File: config.mk
export PLATFORM = sky130hd
export DESIGN_NAME = fifo_rd_stream
export DESIGN_NICKNAME = d
export VERILOG_FILES = /design/src/rtl/fifo_rd_pkg.sv /design/src/rtl/fifo_rd_skid_buf.sv /design/src/rtl/fifo_rd_stream.sv
export SDC_FILE = /design/constraint.sdc
export NUM_CORES = 1
export LEC_CHECK = 0
export BUFFER_PORTS_ARGS = -buffer_cell sky130_fd_sc_hd__buf_2
export CAP_MARGIN = 20
export CORE_MARGIN = 3
export CORE_UTILIZATION = 30
export DETAILED_ROUTE_END_ITERATION = 6
export GPL_TIMING_DRIVEN = 1
export SKIP_CTS_REPAIR_TIMING = 1
export SLEW_MARGIN = 40
export SYNTH_ARGS = -nofsm -noshare
export SYNTH_HDL_FRONTEND = slang
export SYNTH_SLANG_ARGS = --single-unit
File: constraint.sdc
create_clock -name RCLOCK -period 3.35 [get_ports RCLOCK]
set_input_delay 0.8375 -clock RCLOCK [delete_from_list [all_inputs] [get_ports RCLOCK]]
set_output_delay 0.8375 -clock RCLOCK [all_outputs]
set_load 0.005 [all_outputs]
File: src/rtl/fifo_rd_pkg.sv
// Shared widths, parameter limits and checker state encoding for the FIFO read-stream block.
package fifo_rd_pkg;

    localparam int unsigned DWIDTH_DEF = 20;
    localparam int unsigned RD_LAT_MIN = 1;
    localparam int unsigned RD_LAT_MAX = 2;
    localparam int unsigned ERR_CNT_W  = 16;
    localparam int unsigned WORD_CNT_W = 32;

    typedef enum logic [1:0] {
        CHK_OFF  = 2'd0,
        CHK_SEED = 2'd1,
        CHK_RUN  = 2'd2
    } chk_state_e;

endpackage

File: src/rtl/fifo_rd_skid_buf.sv
// Small circular output buffer: FIFO-ordered storage with registered occupancy.
module fifo_rd_skid_buf #(
    parameter int unsigned DWIDTH    = 20,
    parameter int unsigned BUF_DEPTH = 3,
    localparam int unsigned PtrW     = (BUF_DEPTH > 1) ? $clog2(BUF_DEPTH) : 1,
    localparam int unsigned OccW     = $clog2(BUF_DEPTH + 1)
) (
    input  logic              clk_i,
    input  logic              rst_i,
    input  logic              push_i,
    input  logic [DWIDTH-1:0] push_data_i,
    input  logic              pop_i,
    output logic [OccW-1:0]   occ_o,
    output logic [DWIDTH-1:0] head_o
);

    logic [DWIDTH-1:0] mem_q [BUF_DEPTH];
    logic [PtrW-1:0]   wr_ptr_q, wr_ptr_d;
    logic [PtrW-1:0]   rd_ptr_q, rd_ptr_d;
    logic [OccW-1:0]   occ_q, occ_d;
    logic              do_pop;

    function automatic logic [PtrW-1:0] ptr_inc(input logic [PtrW-1:0] p);
        return (p == PtrW'(BUF_DEPTH - 1)) ? '0 : p + PtrW'(1);
    endfunction

    always_comb begin
        do_pop   = pop_i && (occ_q != '0);
        wr_ptr_d = push_i ? ptr_inc(wr_ptr_q) : wr_ptr_q;
        rd_ptr_d = do_pop ? ptr_inc(rd_ptr_q) : rd_ptr_q;
        occ_d    = occ_q;
        if (push_i && !do_pop) begin
            occ_d = occ_q + OccW'(1);
        end else if (!push_i && do_pop) begin
            occ_d = occ_q - OccW'(1);
        end
    end

    always_ff @(posedge clk_i) begin
        if (rst_i) begin
            wr_ptr_q <= '0;
            rd_ptr_q <= '0;
            occ_q    <= '0;
        end else begin
            wr_ptr_q <= wr_ptr_d;
            rd_ptr_q <= rd_ptr_d;
            occ_q    <= occ_d;
        end
    end

    // Storage is not reset; occupancy alone decides what is visible.
    always_ff @(posedge clk_i) begin
        if (push_i) begin
            mem_q[wr_ptr_q] <= push_data_i;
        end
    end

    assign occ_o  = occ_q;
    assign head_o = mem_q[rd_ptr_q];

    // Upstream credit accounting must never push into a full buffer.
    a_no_overflow : assert property (@(posedge clk_i) disable iff (rst_i)
        (occ_q != OccW'(BUF_DEPTH)) || !push_i || do_pop);

endmodule

File: src/rtl/fifo_rd_stream.sv
// Converts a fixed-latency FIFO read port into a valid/ready stream, with a word counter
// and an incrementing-sequence checker on the accepted words.
module fifo_rd_stream
    import fifo_rd_pkg::*;
#(
    parameter int unsigned DWIDTH     = DWIDTH_DEF,
    parameter int unsigned RD_LATENCY = 1,
    parameter int unsigned BUF_DEPTH  = 3
) (
    input  logic                  RCLOCK,
    input  logic                  RRESET,
    input  logic                  EMPTY,
    input  logic [DWIDTH-1:0]     Q,
    input  logic                  UNDERFLOW,
    output logic                  RE,
    output logic [DWIDTH-1:0]     OUT_DATA,
    output logic                  OUT_VALID,
    input  logic                  OUT_READY,
    input  logic                  CHK_EN,
    input  logic                  ERR_CLR,
    output logic                  ERR,
    output logic [ERR_CNT_W-1:0]  ERR_CNT,
    output logic [WORD_CNT_W-1:0] WORD_CNT,
    output logic                  UFLOW_STICKY
);

    localparam int unsigned OccW = $clog2(BUF_DEPTH + 1);
    localparam int unsigned CrdW = $clog2(BUF_DEPTH + RD_LATENCY + 1);

    if ((RD_LATENCY < RD_LAT_MIN) || (RD_LATENCY > RD_LAT_MAX)) begin : g_bad_latency
        $error("RD_LATENCY must be 1 or 2");
    end
    if (BUF_DEPTH < RD_LATENCY + 2) begin : g_bad_depth
        $error("BUF_DEPTH must be at least RD_LATENCY+2");
    end

    logic [RD_LATENCY-1:0] vld_q, vld_d;
    logic [OccW-1:0]       occ;
    logic [CrdW-1:0]       inflight, credit_used;
    logic                  push, pop;

    chk_state_e            state_q, state_d;
    logic [DWIDTH-1:0]     ref_q, ref_d, ref_inc;
    logic                  mismatch;
    logic                  err_q, err_d;
    logic                  uflow_q, uflow_d;
    logic [ERR_CNT_W-1:0]  err_cnt_q, err_cnt_d;
    logic [WORD_CNT_W-1:0] word_cnt_q, word_cnt_d;

    // Credit = buffered words plus reads still in the latency pipe.
    always_comb begin
        inflight = '0;
        for (int i = 0; i < RD_LATENCY; i++) begin
            inflight = inflight + CrdW'(vld_q[i]);
        end
        credit_used = CrdW'(occ) + inflight;
        RE          = !RRESET && !EMPTY && (credit_used < CrdW'(BUF_DEPTH));
        vld_d       = '0;
        vld_d[0]    = RE;
        for (int i = 1; i < RD_LATENCY; i++) begin
            vld_d[i] = vld_q[i-1];
        end
        push      = vld_q[RD_LATENCY-1];
        OUT_VALID = !RRESET && (occ != '0);
        pop       = OUT_VALID && OUT_READY;
    end

    fifo_rd_skid_buf #(
        .DWIDTH    (DWIDTH),
        .BUF_DEPTH (BUF_DEPTH)
    ) u_buf (
        .clk_i       (RCLOCK),
        .rst_i       (RRESET),
        .push_i      (push),
        .push_data_i (Q),
        .pop_i       (pop),
        .occ_o       (occ),
        .head_o      (OUT_DATA)
    );

    always_comb begin
        state_d  = state_q;
        ref_d    = ref_q;
        mismatch = 1'b0;
        ref_inc  = ref_q + DWIDTH'(1);
        unique case (state_q)
            CHK_OFF: begin
                if (CHK_EN) state_d = CHK_SEED;
            end
            CHK_SEED: begin
                if (pop) begin
                    ref_d   = OUT_DATA;
                    state_d = CHK_RUN;
                end
            end
            CHK_RUN: begin
                if (pop) begin
                    mismatch = (OUT_DATA != ref_inc);
                    ref_d    = OUT_DATA;
                end
            end
            default: state_d = CHK_OFF;
        endcase
        if (!CHK_EN) begin
            state_d  = CHK_OFF;
            ref_d    = ref_q;
            mismatch = 1'b0;
        end

        // A new event in the same cycle as a clear wins over the clear.
        err_d     = mismatch ? 1'b1 : (ERR_CLR ? 1'b0 : err_q);
        uflow_d   = UNDERFLOW ? 1'b1 : (ERR_CLR ? 1'b0 : uflow_q);
        err_cnt_d = err_cnt_q;
        if (ERR_CLR) begin
            err_cnt_d = mismatch ? ERR_CNT_W'(1) : '0;
        end else if (mismatch && (err_cnt_q != '1)) begin
            err_cnt_d = err_cnt_q + ERR_CNT_W'(1);
        end
        word_cnt_d = word_cnt_q + WORD_CNT_W'(pop);
    end

    always_ff @(posedge RCLOCK) begin
        if (RRESET) begin
            vld_q      <= '0;
            state_q    <= CHK_OFF;
            ref_q      <= '0;
            err_q      <= 1'b0;
            uflow_q    <= 1'b0;
            err_cnt_q  <= '0;
            word_cnt_q <= '0;
        end else begin
            vld_q      <= vld_d;
            state_q    <= state_d;
            ref_q      <= ref_d;
            err_q      <= err_d;
            uflow_q    <= uflow_d;
            err_cnt_q  <= err_cnt_d;
            word_cnt_q <= word_cnt_d;
        end
    end

    assign ERR          = err_q;
    assign ERR_CNT      = err_cnt_q;
    assign WORD_CNT     = word_cnt_q;
    assign UFLOW_STICKY = uflow_q;

endmodule

# After elaboration in Yosys (flattened, before gate mapping)
# Memory sizes are Yosys's and may differ from the RTL's. A register that Yosys moved wholly into a read port is not among the register bits.
# Cells that the tools add are included.
[totals]
memories = 1
ram_bits = 60
inputBits = 27
ff_bits = 79
elab_cells = 70
[op_classes]
n_addsub = 8
bitwise_logic = 2
order_cmp = 1
eq_ne = 7
n_mux = 19
reduce_logical = 22
[memory_table]
columns = ["name", "depth", "width", "read_ports", "rd_clocked_by_memory_dff", "write_ports", "line", "text"]
rows = [
  ["u_buf.mem_q", 3, 20, 1, 1, 1, "fifo_rd_skid_buf.sv:17", "logic [DWIDTH-1:0] mem_q [BUF_DEPTH];"],
]
[ops]
columns = ["cell", "n"]
rows = [
  ["32-bit by 1-bit adder with 32-bit output", 1],
  ["16-bit 2-to-1 mux", 2],
  ["20-bit by 1-bit adder with 20-bit output (second input constant)", 1],
  ["20-bit inequality test", 1],
  ["16-bit by 1-bit adder with 16-bit output (second input constant)", 1],
  ["16-bit inequality test (second input constant)", 1],
  ["2-bit 2-to-1 mux", 7],
  ["2-bit nonzero test", 5],
  ["1-bit 2-to-1 mux", 9],
  ["1-bit logical AND", 8],
  ["2-bit by 1-bit adder with 2-bit output (second input constant)", 3],
  ["2-bit equality test (second input constant)", 3],
  ["2-bit one-hot mux with 3 select lines", 1],
  ["1-bit logical NOT", 4],
  ["2-bit OR reduction", 2],
  ["2-bit by 1-bit adder with 3-bit output", 1],
  ["3-bit by 2-bit less-than comparator with 1-bit output (second input constant)", 1],
  ["3-bit AND reduction", 1],
  ["2-bit by 1-bit equality test with 1-bit output (second input constant)", 1],
  ["2-bit logical NOT", 1],
  ["2-bit inequality test (second input constant)", 1],
  ["1-bit NOT", 2],
  ["2-bit AND reduction", 1],
  ["2-bit by 1-bit subtractor with 2-bit output (second input constant)", 1],
]

# Logic depth before layout (Yosys ltp)
[logic_depth]
ltp_word = 9
mapped_depth = 15
ltp_nobuf = 14

# Hierarchy
# A second synthesis with hierarchy kept.
[hier_totals]
cells_unflattened = 600
hier_area_um2 = 6281.0
[modules_own_cells]
columns = ["module", "cells_each", "instances", "area_per_inst_um2"]
rows = [
  ["fifo_rd_stream", 442, 1, 3768.6],
  ["fifo_rd_skid_buf", 158, 1, 2512.4],
]

# Worst setup path before layout
# Ideal clock, no wire load.
[synth_path]
path_type = "input to register"
start = "in RRESET"
end = "reg word_cnt_q[30], in the netlist WORD_CNT[30]"
setup_slack_ns = -0.001
arrival_time_ns = 3.224
n_path_buf = 2
cell_stages = 15
required_time_ns = 3.223
path_cell_list = "clkbuf_1 -> nor2_1 -> and2_1 -> clkbuf_1 -> ha_1 -> ha_1 -> inv_1 -> nor3_1 -> and3_1 -> and2_1 -> and3_1 -> nor2b_1 -> nand3_1 -> xor2_1 -> nor2_1"
[synth_between]
elab_chain_cells = 4
[synth_rtl]
columns = ["item", "line", "text"]
rows = [
  ["start, declared", "fifo_rd_stream.sv:11", "input logic RRESET,"],
  ["1-bit logical NOT", "fifo_rd_stream.sv:64", "OUT_VALID = !RRESET && (occ != '0);"],
  ["1-bit logical AND", "fifo_rd_stream.sv:64", ""],
  ["net OUT_VALID", "fifo_rd_stream.sv:17", "output logic OUT_VALID,"],
  ["1-bit logical AND", "fifo_rd_stream.sv:65", "pop = OUT_VALID && OUT_READY;"],
  ["32-bit by 1-bit adder with 32-bit output", "fifo_rd_stream.sv:119", "word_cnt_d = word_cnt_q + WORD_CNT_W'(pop);"],
  ["end signal, assigned", "fifo_rd_stream.sv:138", "word_cnt_q <= word_cnt_d;"],
  ["end, declared", "fifo_rd_stream.sv:48", "logic [WORD_CNT_W-1:0] word_cnt_q, word_cnt_d;"],
]
# The timed path passes the listed nets, and every way through them passes these cells.
# A chain may end at the register's enable or synchronous reset.

==> results.sh <==
export IMPL_initial_core_util_pct=31.0
export IMPL_fp_coreArea_um2=20600
export IMPL_synth_ff_latch_count=141
export IMPL_synth_area_leader_cell="edfxtp_1"
export IMPL_ant_nets=0
export IMPL_clkSinkCount=141
export IMPL_antenna_cells=0
export IMPL_status="finished clean"
export IMPL_synth_top_area_share_pct=28.2
export IMPL_vdd_drop_max_uv=326
export IMPL_relSlewSlack_pct=54.6
export IMPL_dr_pass1_iters=4
export IMPL_cp_max_fo=31
export IMPL_rsz0062_at_grt="false"
export IMPL_yosysUniqueCellTypes=46
export IMPL_numCtsBuffers=17
export IMPL_synth_seq_area_share_pct=53.7
export IMPL_clock_root_buffer="clkbuf_16"
export IMPL_power_mw=4.19
export IMPL_rows=52
export IMPL_cp_cell_sequence="buf_12 -> mux2i_1 -> nor2_1 -> a21oi_1 -> xnor2_1 -> or3_1 -> a2111o_1 -> nor4_4 -> buf_12 -> nor2_1 -> a32o_1"
export IMPL_vias=4780
export IMPL_endpoint_kind="flip-flop"
export IMPL_hold_slack_ns=0.459
export IMPL_yosysMostFrequentCell="nor2_1"
export IMPL_viasPerCell=4.62
export IMPL_finalCritPeriodShare_pct=90.7
export IMPL_gp_congestion=0.803
export IMPL_synth_fp_nets=678
export IMPL_drt_initial_drc_count=266
export IMPL_fmax_mhz=329
export IMPL_tightest_slew_ns=0.681
export IMPL_grt_pass1_wl_mm=24.3
export IMPL_clk_latency_ns=0.42
export IMPL_setup_violations=0
export IMPL_synth_area_leaders="edfxtp_1 (28%), dfxtp_1 (25%), nor2_1 (6.0%), xor2_1 (4.4%), a21oi_1 (4.0%)"
export IMPL_avgSynthCellArea_um2=9.97
export IMPL_synth_ff_type="dfxtp_1"
export IMPL_fin_skew_ns=0.00727
export IMPL_fp_dieH_um=152
export IMPL_slowest_delay_ns=0.45
export IMPL_startpoint_type="flip-flop"
export IMPL_finalMaxSlewViolations=0
export IMPL_synth_edf_count=60
export IMPL_io_pins=99
export IMPL_post_dp_hpwl_mm=10.3
export IMPL_hold_viol_final=0
export IMPL_cts_tree="done"
export IMPL_die_w_um=152
export IMPL_worstPathArrival_ns=3.34
export IMPL_cts_max_level=4
export IMPL_cellPowerDensity_nw_per_um2=532
export IMPL_drt_wl_total_mm=14.8
export IMPL_grt_pass1_vias=4747
export IMPL_area_growth_syn_to_layout_pct=23.4
export IMPL_ys_warn_count=0
export IMPL_fin_nets=789
export IMPL_ys_top_cells_by_count="nor2_1 (102), dfxtp_1 (81), edfxtp_1 (60)"
export IMPL_wl_per_cell_um=14.3
export IMPL_critical_path_slowest_cell="a2111o_1"
export IMPL_grt_overflow=0
export IMPL_holdCritPathClass="flip-flop to flip-flop"
export IMPL_required_ns=3.66
export IMPL_drc=0
export IMPL_antenna_found_initial=0
export IMPL_grtUsageTotal_pct=12.8
export IMPL_critPathKind="flip-flop to flip-flop"
export IMPL_synthArstFlopShare_pct=0
export IMPL_synth_area_um2=6380
export IMPL_period_minus_slack_ns=3.04
export IMPL_layout_drive_gt1_share_pct=22.0
export IMPL_clock_path_buffers=2
export IMPL_path_clk_slew_ns=0.06
export IMPL_leakagePower_nw=3.08
export IMPL_portBuffers=98
export IMPL_grt_max_degree=63
export IMPL_die_area_um2=23100
export IMPL_maxCapViolCount=0
export IMPL_synth_cells=640
## path summary, 6_finish.rpt
path	cells after the start	to	start	slack, ns
max	11	ERR_CNT[0]$_SDFFE_PP0P_	flip-flop	0.31
min	1	ERR$_SDFFE_PP0P_	ERR$_SDFFE_PP0P_	0.46
max reg2reg	11	ERR_CNT[0]$_SDFFE_PP0P_	flip-flop	0.31
min reg2reg	1	ERR$_SDFFE_PP0P_	ERR$_SDFFE_PP0P_	0.46
## stage by stage
stage	cell area [µm²]	setup TNS, ns	utilization [%]	cells	setup slack, ns
finish	7880	0	38.3	1034	0.313
detailed placement	7280	-0.0765	35.4	1002	-0.0406
floorplan	6380	0	-	640	0.0521
global route	7880	0	38.3	1034	0.0652
global placement	7280	0	35.4	1002	0.0555
CTS	7870	0	38.3	1034	0.222
## flip-flops by register name, indices dropped and copies added, names as in the netlist, named ones only
signal          flops
push                1
u_buf.occ_o         2
u_buf.rd_ptr_q      2
ref_q              20
u_buf.wr_ptr_q      2
UFLOW_STICKY        1
ERR                 1
ERR_CNT            16
WORD_CNT           32
u_buf.mem_q        60
state_q             2
## routing by layer
layer  global-route usage, %  vias to the layer above  routed length [µm]  part of all wire (%)
met4                    4.24                        0                 186                   1.3
met5                       0                        -                   0                     0
met3                    3.16                       14                 475                   3.2
li1                        -                     2459                   -                     -
met1                    17.9                     2240                7470                    51
met2                    19.7                       67                6630                    45
## final cells by class
class / count / area (µm²)
fill: 2124 / 12700
clock inverter: 14 / 158
inverter: 30 / 113
clock buffer: 18 / 429
multi-input combinational: 443 / 2750
sequential: 141 / 3420
tap: 270 / 338
timing repair buffer: 118 / 666
## power by group
| group | switching, mW | total [mW] | internal (mW) | leakage (nW) |
|---|---|---|---|---|
| sequential | 0.0231 | 1.86 | 1.84 | 1.20 |
| combinational | 0.250 | 0.443 | 0.194 | 1.60 |
| clock | 0.777 | 1.89 | 1.11 | 0.281 |
| total | 1.05 | 4.19 | 3.14 | 3.08 |
## cells in the final DEF (no fill, tap or decap), types with 4 or more instances in the layout
cell type | synthesis | layout
mux2i_1 | 24 | 24
or4_1 | 7 | 7
or3_1 | 19 | 19
dfxtp_1 | 81 | 81
and3_1 | 12 | 12
nand3_1 | 27 | 27
a21oi_1 | 51 | 51
nor2_1 | 102 | 101
o21ai_1 | 8 | 8
clkbuf_16 | 0 | 17
mux2_2 | 6 | 6
o21ai_0 | 10 | 10
inv_1 | 29 | 29
ha_1 | 11 | 11
buf_2 | 5 | 98
edfxtp_1 | 60 | 60
nand4_1 | 13 | 13
o31ai_1 | 4 | 4
nor2b_1 | 5 | 4
nor3_1 | 11 | 9
nand2_1 | 35 | 35
xnor2_1 | 29 | 29
inv_6 | 0 | 4
and4_1 | 5 | 5
buf_4 | 3 | 18
xor2_1 | 32 | 32
## cell families (layout without fill, tap and decap cells)
| logic type | count (synthesis) | after routing | share of synthesized area [%] |
|---|---|---|---|
| AOI/OAI and AO/OA | 87 | 87 | 7.71 |
| and+or+nand+nor | 254 | 254 | 19.7 |
| muxes | 30 | 30 | 4.82 |
| xor gates and xnor gates | 61 | 61 | 8.37 |
| adders and majority gates | 11 | 11 | 2.16 |
| DFF | 141 | 141 | 53.7 |
| buffers and inverters | 56 | 180 | 3.57 |
## critical path: cells and delay by family (launching register included)
family / cells / cell delay [ns]
compound gates: 3 / 1.01
mux: 1 / 0.20
simple gates: 4 / 0.78
buf+inv: 2 / 0.41
flops: 1 / 0.35
xor+xnor: 1 / 0.15
No activity file was read; power rests on OpenSTA's default activity.
